--- src/rtl/uart_tx_arbiter.sv ---
// Round-robin arbiter sharing one 8N1 UART transmitter among NUM_REQ byte sources.
// Define UART_ARB_FIXED_PRIO_EN for fixed lowest-index-wins priority instead of round-robin.
module uart_tx_arbiter #(
    parameter  int NUM_REQ  = 4,
    parameter  int BAUD_DIV = 1250,
    localparam int IDW      = $clog2(NUM_REQ)
) (
    input  logic                 clk,
    input  logic                 rst,
    input  logic [NUM_REQ-1:0]   req_valid,
    input  logic [8*NUM_REQ-1:0] req_data,
    output logic [NUM_REQ-1:0]   req_ready,
    output logic                 tx,
    output logic                 busy,
    output logic [IDW-1:0]       grant_id
);

    localparam int unsigned   NR        = NUM_REQ;
    localparam int            BW        = (BAUD_DIV > 1) ? $clog2(BAUD_DIV) : 1;
    localparam logic [BW-1:0] BAUD_LAST = BW'(BAUD_DIV - 1);

    typedef enum logic [1:0] {IDLE, START, DATA, STOP} state_t;

    state_t         state, state_n;
    logic [IDW-1:0] last, last_n;
    logic [IDW-1:0] grant_n;
    logic [BW-1:0]  baud, baud_n;
    logic [2:0]     bit_idx, bit_n;
    logic [7:0]     shift, shift_n;
    logic           tx_n;
    logic           any_valid;
    logic [IDW-1:0] winner;
    logic [7:0]     win_byte;
    logic           baud_wrap;

    // Winner selection
    always_comb begin
        int unsigned idx;
        idx       = 0;
        winner    = '0;
        any_valid = 1'b0;
`ifdef UART_ARB_FIXED_PRIO_EN
        for (int unsigned i = 0; i < NR; i++) begin
            if (!any_valid && req_valid[i]) begin
                any_valid = 1'b1;
                winner    = IDW'(i);
            end
        end
`else
        // Search starts just after the last grant so every requester gets a turn.
        for (int unsigned k = 1; k <= NR; k++) begin
            idx = (32'(last) + k) % NR;
            if (!any_valid && req_valid[IDW'(idx)]) begin
                any_valid = 1'b1;
                winner    = IDW'(idx);
            end
        end
`endif
    end

    always_comb begin
        win_byte = '0;
        for (int unsigned i = 0; i < NR; i++) begin
            if (winner == IDW'(i)) begin
                win_byte = req_data[8*i +: 8];
            end
        end
    end

    assign baud_wrap = (baud == BAUD_LAST);
    assign busy      = (state != IDLE);

    // Next-state logic; tx is computed one cycle ahead so it can be registered.
    always_comb begin
        state_n   = state;
        last_n    = last;
        grant_n   = grant_id;
        baud_n    = baud;
        bit_n     = bit_idx;
        shift_n   = shift;
        tx_n      = tx;
        req_ready = '0;

        case (state)
            IDLE: begin
                tx_n = 1'b1;
                for (int unsigned i = 0; i < NR; i++) begin
                    req_ready[i] = any_valid && (winner == IDW'(i));
                end
                if (any_valid) begin
                    shift_n = win_byte;
                    grant_n = winner;
                    last_n  = winner;
                    baud_n  = '0;
                    tx_n    = 1'b0;
                    state_n = START;
                end
            end
            START: begin
                baud_n = baud + 1'b1;
                if (baud_wrap) begin
                    baud_n  = '0;
                    bit_n   = '0;
                    tx_n    = shift[0];
                    state_n = DATA;
                end
            end
            DATA: begin
                baud_n = baud + 1'b1;
                if (baud_wrap) begin
                    baud_n = '0;
                    if (bit_idx == 3'd7) begin
                        tx_n    = 1'b1;
                        state_n = STOP;
                    end else begin
                        bit_n   = bit_idx + 3'd1;
                        shift_n = {1'b0, shift[7:1]};
                        tx_n    = shift[1];
                    end
                end
            end
            STOP: begin
                baud_n = baud + 1'b1;
                tx_n   = 1'b1;
                if (baud_wrap) begin
                    baud_n  = '0;
                    state_n = IDLE;
                end
            end
            default: begin
                tx_n    = 1'b1;
                state_n = IDLE;
            end
        endcase
    end

    always_ff @(posedge clk or posedge rst) begin
        if (rst) begin
            state    <= IDLE;
            tx       <= 1'b1;
            grant_id <= '0;
            last     <= IDW'(NUM_REQ - 1);
            baud     <= '0;
            bit_idx  <= '0;
            shift    <= '0;
        end else begin
            state    <= state_n;
            tx       <= tx_n;
            grant_id <= grant_n;
            last     <= last_n;
            baud     <= baud_n;
            bit_idx  <= bit_n;
            shift    <= shift_n;
        end
    end

endmodule

--- config.mk ---
export PLATFORM = sky130hd
export DESIGN_NAME = uart_tx_arbiter
export DESIGN_NICKNAME = d
export VERILOG_FILES = /design/src/rtl/uart_tx_arbiter.sv
export SDC_FILE = /design/constraint.sdc
export NUM_CORES = 1
export LEC_CHECK = 0
export BUFFER_PORTS_ARGS = -buffer_cell sky130_fd_sc_hd__buf_4
export CORE_ASPECT_RATIO = 1.25
export CORE_UTILIZATION = 54
export CTS_BUF_LIST = sky130_fd_sc_hd__clkbuf_4 sky130_fd_sc_hd__clkbuf_8 sky130_fd_sc_hd__clkbuf_16
export DETAILED_ROUTE_END_ITERATION = 16
export PLACE_DENSITY_LB_ADDON = 0.2
export SETUP_SLACK_MARGIN = 0.05
export SLEW_MARGIN = 0
export SYNTH_ARGS = -nofsm -noshare
export SYNTH_HDL_FRONTEND = slang
export SYNTH_SLANG_ARGS = --single-unit
--- constraint.sdc ---
create_clock -name clk -period 2.2 [get_ports clk]
set_input_delay 0.33 -clock clk [delete_from_list [all_inputs] [get_ports clk]]
set_output_delay 0.33 -clock clk [all_outputs]
set_load 0.005 [all_outputs]
==> After elaboration in Yosys (flattened, before gate mapping) <==
Cells that the tools add are included.
{ "classes": {"shifts": 0, "addsub": 6, "magnitude_cmp": 4, "div_mod_pow": 0, "mux": 43, "mul": 0, "bitwise_logic": 0, "eq_ne": 14, "reduce_logical": 21} }
{ "op_table": {"columns": ["op", "count"], "rows": [
  ["8-bit 2-to-1 mux", 7],
  ["11-bit 2-to-1 mux", 2],
  ["11-bit case mux with 2 select lines", 1],
  ["2-bit 2-to-1 mux", 9],
  ["8-bit case mux with 2 select lines", 1],
  ["2-bit by 3-bit less-than comparator with 1-bit output, second input constant", 4],
  ["1-bit 2-to-1 mux", 12],
  ["2-bit != test, second input constant", 6],
  ["11-bit by 1-bit adder with 11-bit output, second input constant", 1],
  ["11-bit equality test, second input constant", 1],
  ["3-bit 2-to-1 mux", 3],
  ["1-bit binary-select mux with 2-bit select", 4],
  ["2-bit equality test, second input constant", 4],
  ["2-bit case mux with 4 select lines", 1],
  ["4-bit AND reduction", 2],
  ["1-bit logical AND", 7],
  ["3-bit case mux with 2 select lines", 1],
  ["2-bit nonzero test", 3],
  ["5-bit AND reduction", 1],
  ["2-bit by 1-bit adder with 2-bit output, second input constant", 2],
  ["2-bit adder, second input constant", 2],
  ["2-bit by 1-bit equality test with 1-bit output, second input constant", 2],
  ["2-bit zero test", 2],
  ["4-bit 2-to-1 mux", 1],
  ["6 further kinds", 9]
]} }
{ "word_totals": {"inputBits": 38, "mem_bits_rw": 0, "wordCells": 95, "latch_bits": 0, "romBits": 0, "output_inout_bits": 8, "regBits": 29, "memories": 0} }

==> Longest topological paths before layout <==
Gate-level depths: netlist of the first run.
{ "depth": {"word_depth": 20, "mapped_depth": 9, "ltp_nobuf": 7} }

==> Least setup slack after synthesis of the first run <==
Ideal clock, no wire load.
{ "synth_path": {"path_kind": "input to output", "startpoint": "input req_valid[0]", "endpoint": "output req_ready[2]", "n_path_buf": 1, "slack_ns": 0.319, "arrival_ns": 1.551, "required_ns": 1.870, "path_stages": 6, "cell_sequence": "buf_2 -> or2_1 -> and3_1 -> a2111oi_4 -> inv_1 -> nor3_1"} }
{ "synth_via": {"elab_chain_cells": 15, "word_cells_on_any_way": 25, "cone_classes": "eq/ne (1); mux (17); reduce/logical (7)"} }
{ "synth_lines": {"columns": ["item", "line", "text"], "rows": [
  ["start, declared", "10", "input logic [NUM_REQ-1:0] req_valid,"],
  ["1-bit binary-select mux with 2-bit select", "53", "if (!any_valid && req_valid[IDW'(idx)]) begin"],
  ["1-bit 2-to-1 mux (implied by the code)", "53", null],
  ["1-bit 2-to-1 mux", "53", null],
  ["1-bit zero test", "53", null],
  ["1-bit logical AND", "53", null],
  ["1-bit 2-to-1 mux", "53", null],
  ["1-bit zero test", "53", null],
  ["1-bit logical AND", "53", null],
  ["1-bit 2-to-1 mux", "53", null],
  ["1-bit zero test", "53", null],
  ["1-bit logical AND", "53", null],
  ["2-bit 2-to-1 mux", "53", null],
  ["2-bit equality test", "88", "req_ready[i] = any_valid && (winner == IDW'(i));"],
  ["1-bit logical AND (*)", "88", null],
  ["4-bit 2-to-1 mux (*)", "84", "case (state)"],
  ["end, declared", "12", "output logic [NUM_REQ-1:0] req_ready,"]
]} }
Every way passes the cells marked *; elsewhere a longest branch is shown, timed or not. The select of a mux whose other input is x is not followed.

==> Final worst setup path of the first run <==
{ "layout_path": {"startpoint": "register last[1]", "endpoint": "output req_ready[2]"} }
{ "layout_via": {"elab_chain_cells": 16, "word_cells_on_any_way": 29, "cone_classes": "add/sub (4); eq/ne (1); mux (17); reduce/logical (7)"} }
{ "layout_lines": {"columns": ["item", "line", "text"], "rows": [
  ["start, declared", "25", "logic [IDW-1:0] last, last_n;"],
  ["start signal, assigned", "142", "last <= IDW'(NUM_REQ - 1);"],
  ["start signal, assigned", "150", "last <= last_n;"],
  ["2-bit by 1-bit adder with 2-bit output", "52", "idx = (32'(last) + k) % NR;"],
  ["1-bit binary-select mux with 2-bit select", "53", null],
  ["1-bit 2-to-1 mux (implied by the code)", "53", null],
  ["1-bit 2-to-1 mux", "53", null],
  ["1-bit zero test", "53", null],
  ["1-bit logical AND", "53", null],
  ["1-bit 2-to-1 mux", "53", null],
  ["1-bit zero test", "53", null],
  ["1-bit logical AND", "53", null],
  ["1-bit 2-to-1 mux", "53", null],
  ["1-bit zero test", "53", null],
  ["1-bit logical AND", "53", null],
  ["2-bit 2-to-1 mux", "53", null],
  ["2-bit equality test", "88", null],
  ["1-bit logical AND (*)", "88", null],
  ["4-bit 2-to-1 mux (*)", "84", null]
]} }
Marks and branches as above.

==> results.sh, run 1 <==
export IMPL_final_layout_size_suffix_gt1_frac=0.291
export IMPL_path_buf_inv=1
export IMPL_ioPinCount=46
export IMPL_crit_family="flip-flops"
export IMPL_synth_cell_types=50
export IMPL_netlist_instances=235
export IMPL_diodes=0
export IMPL_place_congestion=0.861
export IMPL_fin_tns_setup_ns=0
export IMPL_power_density_nw_per_um2=448
export IMPL_outcome="complete, no violations"
export IMPL_finalHoldViolations=0
export IMPL_fin_worst_skew_ns=0.00700
export IMPL_grt_pass1_vias=1855
export IMPL_synth_ff_type="dfrtp_1"
export IMPL_path_max_fanout=5
export IMPL_dp_cells=317
export IMPL_synth_edff_count=0
export IMPL_syn_mean_instance_area_um2=8.71
export IMPL_path_class="reg -> out"
export IMPL_timing_fmax_ghz=0.471
export IMPL_tritoncts="built"
export IMPL_critical_path_slowest_cell="dfstp_2"
export IMPL_cts_hold_buf=0
export IMPL_fin_nets=335
export IMPL_netlist_area_um2=2050
export IMPL_grt_pass1_wl_um=7750
export IMPL_fp_dieW_um=57.1
export IMPL_grt_usage=0.238
export IMPL_synth_warnings=0
export IMPL_final_instance_count_excl_fill=328
export IMPL_wirelength_um=4540
export IMPL_drtAntennaViolNets=0
export IMPL_core_area_um2=3540
export IMPL_area_delta_synth_final_pct=27.6
export IMPL_yosys_top_cells_area="dfrtp_1 (32%), ha_1 (5.5%), inv_1 (5.0%)"
export IMPL_synth_top_area_frac=0.318
export IMPL_cellLeakagePower_nw=1.28
export IMPL_rsz0062_at_grt="true"
export IMPL_vias=1939
export IMPL_initial_core_util=0.577
export IMPL_relSlewSlack=0.627
export IMPL_clock_latency_ns=0.28
export IMPL_fin_crit_ns=2.12
export IMPL_multi_input_area_um2=1190
export IMPL_grt_antenna_before_repair=0
export IMPL_clockBufferDepth=2
export IMPL_hold_slack_ns=0.121
export IMPL_die_area_um2=4040
export IMPL_synthArstFlopShare=1.00
export IMPL_cts_root_buffer="clkbuf_8"
export IMPL_utilization=0.737
export IMPL_required_ns=1.87
export IMPL_viasPerCell=5.91
export IMPL_drc=0
export IMPL_cap_violations=0
export IMPL_p_total_mw=1.17
export IMPL_clkTransAtPathRegs_ns=0.06
export IMPL_grt_max_degree=30
export IMPL_hp_class="in -> async"
export IMPL_port_buffers=45
export IMPL_tightestPinTransition_ns=0.559
export IMPL_post_route_period_util=0.964
export IMPL_drv_slew=0
export IMPL_cts_sinks=29
export IMPL_yosysTopAreaCell="dfrtp_1"
export IMPL_setup_worst_path_start_class="flip-flop"
export IMPL_first_pass_iters=5
export IMPL_numCtsBuffers=5
export IMPL_yosysSeqAreaShare=0.357
export IMPL_fill_cells=275
export IMPL_seq_area_um2=729
export IMPL_dp_hpwl_um=3370
export IMPL_ys_seq_elements=29
export IMPL_arrival_ns=1.79
export IMPL_vdd_drop_max_mv=0.300
export IMPL_syn_nets=282
export IMPL_crit_chain="mux2i_2 -> o22ai_2 -> or2_4 -> nor3_2 -> buf_4"
export IMPL_wl_per_cell_um=13.8
export IMPL_die_y_um=70.8
export IMPL_finalSetupViolCount=0
export IMPL_first_iter_violations=79
export IMPL_end_kind="primary output"
export IMPL_htree_levels=2
export IMPL_max_stage_delay_ns=0.60
export IMPL_rows=24
export IMPL_grt_overflow_total=0
-- worst register-to-register path, cell delays in order (launching register included) --
cell and delay (ns):
dfrtp_1 0.40, inv_1 0.12, ha_1 0.34, or3_1 0.42, a221oi_1 0.41, o21ai_0 0.14
-- metrics by stage --
stage / setup slack (ns) / instance area, um2
5_1_grt: 0.0188 / 2610
2_1_floorplan: 0.319 / 2050
3_5_place_dp: 0.245 / 2440
3_3_place_gp: 0.245 / 2440
4_1_cts: 0.0329 / 2570
6_report: 0.0789 / 2610
-- flip-flops by register name (all words and copies together) (netlist names) --
register  cells
baud         11
shift         8
bit_idx       3
grant_id      2
last          2
state         2
tx            1
-- cells in the mapped netlist, types with 3 or more instances --
cell type and n:
nand2_1 21, and3_1 4, inv_1 27, nand2b_1 4
dfrtp_1 26, buf_2 4, a211oi_1 4, a21oi_1 14
a221oi_1 8, nand3_1 7, nor3_1 4, dfstp_2 3
clkbuf_1 5, o211ai_1 7, nor2_1 13, o21bai_1 3
o21ai_0 19, ha_1 9, a22o_1 11, nor2b_1 5
-- path summary, 6_finish.rpt --
check | startpoint | end | cells after the start | slack (ns)
hold reg to reg | tx | tx | 2 | 0.49
setup / recovery | last[1] | req_ready[2] | 5 | 0.08
setup reg to reg | state[0] | state[1] | 5 | 0.24
hold / removal | rst | baud[6] | 3 | 0.12
max in group asynchronous | rst | tx | 3 | 1.76
min in group clk | req_data[11] | shift[3] | 4 | 0.39
-- layout make-up --
cell class | count | area share
inverters | 27 | 0.0388
multi-input cells | 168 | 0.457
flip-flops and latches | 29 | 0.279
repair buffers | 57 | 0.169
clock buffers | 8 | 0.0374
well taps | 39 | 0.0187
-- cell usage in the layout (no fill, tap or decap), drive strengths merged, types with 4 or more instances in the layout --
master / instances
buf: 57
inv: 27
dfrtp: 26
nand2: 21
o21ai: 20
a21oi: 16
nor2: 13
a22o: 11
ha: 9
a221oi: 8
clkbuf: 8
nand3: 7
o211ai: 7
nor2b: 5
and3: 4
a211oi: 4
nand2b: 4
nor3: 4
-- layer usage --
layer | global-route usage | up-vias | routed length (um)
met4 | 0.103 | 0 | 74
met2 | 0.417 | 61 | 2270
met1 | 0.288 | 919 | 2030
li1 | - | 950 | -
met3 | 0.0347 | 9 | 170
met5 | 0 | - | 0
-- kinds of logic (layout without fill, tap and decap cells) --
logic type      Yosys count  in the layout  synth area share
compound gates           85             85             0.304
simple gates             69             69             0.183
buf+inv                  38             92            0.0777
flops                    29             29             0.357
fa+ha+maj                 9              9            0.0550
xor+xnor                  3              3            0.0128
mux                       2              2            0.0104
-- power breakdown --
part / switching [mW] / internal, mW
Combinational: 0.0631 / 0.0840
Clock: 0.189 / 0.279
Sequential: 0.00765 / 0.546
-- repair_timing --
| action | in CTS | in global routing |
|---|---|---|
| gates resized for setup | 2 | 5 |
| endpoints found under the setup margin | 2 | 2 |
| pin swaps | 0 | 3 |
| hold endpoints to repair | 0 | 0 |
| setup buffers | 1 | 2 |
Power figures use the tool's default switching activity.
==> run 2, diff against run 1 <==
- CELL_PAD_IN_SITES_DETAIL_PLACEMENT: unset -> 1
- CELL_PAD_IN_SITES_GLOBAL_PLACEMENT: unset -> 1
- CORE_UTILIZATION: 54 -> 40
- CTS_CLUSTER_SIZE: unset -> 16
==> run 2 against run 1 <==
Against the previous run: sequential power hardly changed; first-iteration DRC count up 7.6%; via count increased by 0.88%; sequential cell count unchanged; critical path type unchanged; critical endpoint unchanged; largest cell class unchanged.
==> results.sh, run 2 (synthesis gave the netlist of run 1 again) <==
export IMPL_outcome="complete, no violations"
export IMPL_r2r_cells=6
export IMPL_grt_usage=0.217
export IMPL_grt_antenna_before_repair=0
export IMPL_die_y_um=82.0
export IMPL_cap_violations=0
export IMPL_clock_latency_ns=0.28
export IMPL_grt_overflow_total=0
export IMPL_initial_core_util=0.423
export IMPL_max_stage_delay_ns=0.57
export IMPL_path_class="reg -> out"
export IMPL_regMostFlops="baud"
export IMPL_first_pass_iters=4
export IMPL_crit_family="flip-flops"
export IMPL_final_common_cell="buf_4"
export IMPL_drv_slew=0
export IMPL_setup_worst_path_start_class="flip-flop"
export IMPL_tritoncts="built"
export IMPL_timing_fmax_ghz=0.476
export IMPL_viasPerCell=5.57
export IMPL_required_ns=1.87
export IMPL_fin_worst_skew_ns=0.00674
export IMPL_setup_slack_ns=0.0998
export IMPL_path_max_fanout=4
export IMPL_post_place_ws_ns=0.226
export IMPL_cp_num_cells=5
export IMPL_relSlewSlack=0.597
export IMPL_fin_crit_ns=2.10
export IMPL_htree_levels=2
export IMPL_largest_register_ff_count=11
export IMPL_post_route_period_util=0.955
export IMPL_finalSetupViolCount=0
export IMPL_area_delta_synth_final_pct=27.6
export IMPL_fp_dieW_um=66.0
export IMPL_utilization=0.540
export IMPL_diodes=0
export IMPL_crit_chain="mux2i_1 -> o22ai_2 -> or2_4 -> nor3_2 -> buf_4"
export IMPL_clockBufferDepth=2
export IMPL_clkTransAtPathRegs_ns=0.06
export IMPL_hp_class="in -> async"
export IMPL_core_area_um2=4830
export IMPL_rsz0062_at_grt="false"
export IMPL_ioPinCount=46
export IMPL_grt_max_degree=30
export IMPL_vias=1956
export IMPL_cts_sinks=29
export IMPL_fin_tns_setup_ns=0
export IMPL_first_iter_violations=85
export IMPL_wirelength_um=5280
export IMPL_drtAntennaViolNets=0
export IMPL_final_area_um2=2610
export IMPL_critical_path_slowest_cell="dfstp_2"
export IMPL_wl_per_cell_um=15.0
export IMPL_dp_hpwl_um=3990
export IMPL_power_density_nw_per_um2=440
export IMPL_cellLeakagePower_nw=1.29
export IMPL_end_kind="primary output"
export IMPL_die_area_um2=5410
export IMPL_path_buf_inv=1
export IMPL_fin_nets=337
export IMPL_final_layout_size_suffix_gt1_frac=0.289
export IMPL_post_dp_cell_area_um2=2470
export IMPL_final_cell_mix="buf_4 (58), inv_1 (27), dfrtp_1 (26)"
export IMPL_drc=0
export IMPL_vdd_drop_max_mv=0.174
export IMPL_finalHoldViolations=0
export IMPL_place_congestion=0.783
export IMPL_cts_root_buffer="clkbuf_8"
export IMPL_numCtsBuffers=5
export IMPL_port_buffers=45
export IMPL_cts_hold_buf=0
export IMPL_arrival_ns=1.77
export IMPL_grt_pass1_vias=1971
export IMPL_reg_top3="baud (11), shift (8), bit_idx (3)"
export IMPL_grt_pass1_wl_um=9030
export IMPL_tightestPinTransition_ns=0.604
export IMPL_rows=28
[run 2: area by class of cell]
type	instances	area (um2)
clock buffers	7	83.8
well taps	60	75.1
inverters	27	101
repair buffers	59	440
flip-flops and latches	29	729
fillers	601	2220
clock inverters	1	5.00
multi-input cells	168	1180
[run 2: worst reg2reg max path, delay by kind of cell (launching register included)]
| kind | cells | cell delay, ns |
|---|---|---|
| simple gates | 1 | 0.21 |
| buf+inv | 1 | 0.16 |
| compound gates | 4 | 1.10 |
| flops | 1 | 0.39 |
[run 2: through the flow]
step	hold WS, ns	instances	total power [mW]
finish	0.116	351	1.15
global route	0.152	351	1.20
CTS	0.131	348	1.16
detailed placement	0.438	338	0.713
global placement	0.431	338	0.708
floorplan	0.406	235	0.637
[run 2: report_power, final]
group          switching [mW]  internal [mW]  total (mW)  leakage (nW)
registers             0.00767          0.546       0.554         0.342
clock network           0.199          0.246       0.445        0.0491
logic                  0.0665         0.0831       0.150         0.896
total                   0.273          0.875        1.15          1.29
[run 2: path summary, 6_finish.rpt]
check,from,slack [ns],to
max,last[1],0.1,req_ready[2]
min,rst,0.12,baud[0]
max reg2reg,last[1],0.23,shift[4]
min reg2reg,shift[7],0.50,shift[7]
max in group asynchronous,rst,1.76,last[1]
min in group clk,req_data[15],0.36,shift[7]
[run 2: repair_timing]
action	CTS	global route
setup endpoints to repair	2	4
gates cloned	0	0
gates resized for setup	2	2
pin swaps	0	3
setup buffers	2	3
endpoints found under the hold margin	0	0
[run 2: routing by layer]
metal  share of wire  vias to the layer above  global-route usage
met5               0                        -                   0
met4           0.014                        0              0.0702
met3           0.030                        5              0.0403
met2            0.51                       43               0.378
met1            0.45                      957               0.268
li1                -                      951                   -
==> run 3, diff against run 2 <==
- CORE_ASPECT_RATIO: 1.25 -> 1.4
==> run 3 against run 2 <==
Against the previous run: die area barely moved; global-route usage rose by 0.083 points; via count shrank 0.26%; non-clock buffer count increased by 2; sequential cell count unchanged; routed wire length increased by 3.7%; register-to-register slack worse by 0.05 ns; clock power increased by 3%; final cell count grew 1.7%; critical path depth is the same; sequential share of layout area fell by 0.55 points.
==> results.sh, run 3 (synthesis gave the netlist of run 1 again) <==
export IMPL_startpoint="last[1]"
export IMPL_vias=1951
export IMPL_vdd_drop_max_mv=0.149
export IMPL_htree_levels=2
export IMPL_critical_path_slowest_cell="dfstp_2"
export IMPL_p_clk_frac=0.395
export IMPL_dp_hpwl_um=4190
export IMPL_reg2reg_from="last[1]"
export IMPL_first_iter_violations=62
export IMPL_fin_worst_skew_ns=0.00571
export IMPL_power_density_nw_per_um2=437
export IMPL_die_area_um2=5410
export IMPL_setup_worst_path_start_class="flip-flop"
export IMPL_die_y_um=86.6
export IMPL_wirelength_um=5470
export IMPL_finalHoldViolations=0
export IMPL_power_frac_comb=0.130
export IMPL_clkTransAtPathRegs_ns=0.06
export IMPL_hp_class="in -> async"
export IMPL_p_total_mw=1.16
export IMPL_max_stage_delay_ns=0.59
export IMPL_grt_use_met1=0.242
export IMPL_clock_latency_ns=0.28
export IMPL_p_sw_mw=0.273
export IMPL_first_pass_iters=4
export IMPL_reg_top3="baud (11), shift (8), bit_idx (3)"
export IMPL_cts_sinks=29
export IMPL_rsz0062_at_grt="true"
export IMPL_grt_usage=0.218
export IMPL_relSlewSlack=0.647
export IMPL_grt_use_met3=0.0276
export IMPL_drtAntennaViolNets=0
export IMPL_grt_overflow_total=0
export IMPL_port_buffers=45
export IMPL_fill_cells=574
export IMPL_crit_chain="mux2i_1 -> o22ai_2 -> or2_4 -> nor3_2 -> buf_4"
export IMPL_fin_crit_ns=2.11
export IMPL_timing_fmax_ghz=0.473
export IMPL_seqPwrFrac=0.476
export IMPL_tightestPinTransition_ns=0.530
export IMPL_drc=0
export IMPL_end_kind="primary output"
export IMPL_largest_register_ff_count=11
export IMPL_grt_pass1_wl_um=9380
export IMPL_final_layout_size_suffix_gt1_frac=0.311
export IMPL_initial_core_util=0.419
export IMPL_fin_nets=339
export IMPL_drv_slew=0
export IMPL_crit_family="flip-flops"
export IMPL_post_route_period_util=0.961
export IMPL_r2r_end="shift[2]"
export IMPL_final_common_cell="buf_4"
export IMPL_tritoncts="built"
export IMPL_core_area_um2=4880
export IMPL_cp_num_cells=5
export IMPL_r2r_cells=6
export IMPL_p_int_mw=0.892
export IMPL_busiest_layer="met2"
export IMPL_dp_cells=342
export IMPL_path_class="reg -> out"
export IMPL_cellLeakagePower_nw=1.29
export IMPL_fp_dieW_um=62.4
export IMPL_arrival_ns=1.78
export IMPL_rows=30
export IMPL_numCtsBuffers=5
export IMPL_place_congestion=0.783
export IMPL_wl_per_cell_um=15.3
export IMPL_path_buf_inv=1
export IMPL_clockBufferDepth=2
export IMPL_diodes=0
export IMPL_required_ns=1.87
export IMPL_path_max_fanout=5
export IMPL_regMostFlops="baud"
export IMPL_viasPerCell=5.46
export IMPL_switching_share=0.234
export IMPL_outcome="complete, no violations"
export IMPL_final_cell_mix="buf_4 (59), inv_1 (27), dfrtp_1 (26)"
export IMPL_finalSetupViolCount=0
export IMPL_grt_antenna_before_repair=0
export IMPL_met2_usage=0.411
export IMPL_utilization=0.546
export IMPL_final_instance_count_excl_fill=357
export IMPL_cts_root_buffer="clkbuf_8"
export IMPL_grt_pass1_vias=2057
export IMPL_endpoint="req_ready[2]"
export IMPL_grt_max_degree=30
export IMPL_ioPinCount=46
export IMPL_area_delta_synth_final_pct=30.2
export IMPL_cap_violations=0
export IMPL_r2r_setup_slack_ns=0.18
## run 3: cell types whose count changed in the layout (fill, tap and decap cells not counted), sizes merged
cell,previous run,this run
clkbuf,8,9
clkinv,1,0
buf,58,60
## run 3: area by class of cell
cell class	count	area (um2)	share of cell area
inverter	27	101	0.0380
multi-input combinational	168	1200	0.451
sequential	29	729	0.274
clock buffer	8	91.3	0.0343
tap	64	80.1	0.0301
timing repair buffer	61	459	0.172
## run 3: worst min-delay path by stage
stage | from | slack [ns] | to
2_1_floorplan | rst | 0.41 | baud[0]
3_3_place_gp | rst | 0.44 | grant_id[0]
3_5_place_dp | rst | 0.44 | baud[3]
4_1_cts | rst | 0.13 | baud[3]
5_1_grt | rst | 0.16 | baud[3]
6_report | rst | 0.12 | baud[3]
## run 3: repair_timing
item                                    4_1_cts  5_1_grt
hold buffers                                  0        0
setup buffers                                 4        3
endpoints found under the setup margin        2        5
gates resized for setup                       4        6
pin swaps                                     1        2
## run 3: power by group through the flow
stage	combinational (mW)	sequential, mW	clock (mW)
5_1_grt	0.170	0.556	0.494
4_1_cts	0.151	0.554	0.471
3_5_place_dp	0.149	0.563	0
6_report	0.151	0.554	0.460
3_3_place_gp	0.144	0.563	0
2_1_floorplan	0.0761	0.561	0
## run 3: stage by stage
stage / instance area [um2] / hold WS (ns) / setup slack (ns) / TNS, ns
after detailed placement: 2470 / 0.436 / 0.137 / 0
final: 2660 / 0.116 / 0.0857 / 0
after CTS: 2610 / 0.128 / 0.0892 / 0
after global routing: 2660 / 0.162 / -0.00524 / -0.00524
after floorplan: 2050 / 0.406 / 0.319 / 0
after global placement: 2470 / 0.435 / 0.256 / 0
## run 3: per-layer routing
layer | wire (um) | vias up
li1 | - | 958
met1 | 2280 | 942
met2 | 2940 | 43
met3 | 131 | 8
met4 | 119 | 0
met5 | 0 | -
## run 3: tightest hold or removal path, stage by stage
cell	delay [ns]
buf_4	0.11
inv_1	0.04
buf_4	0.34
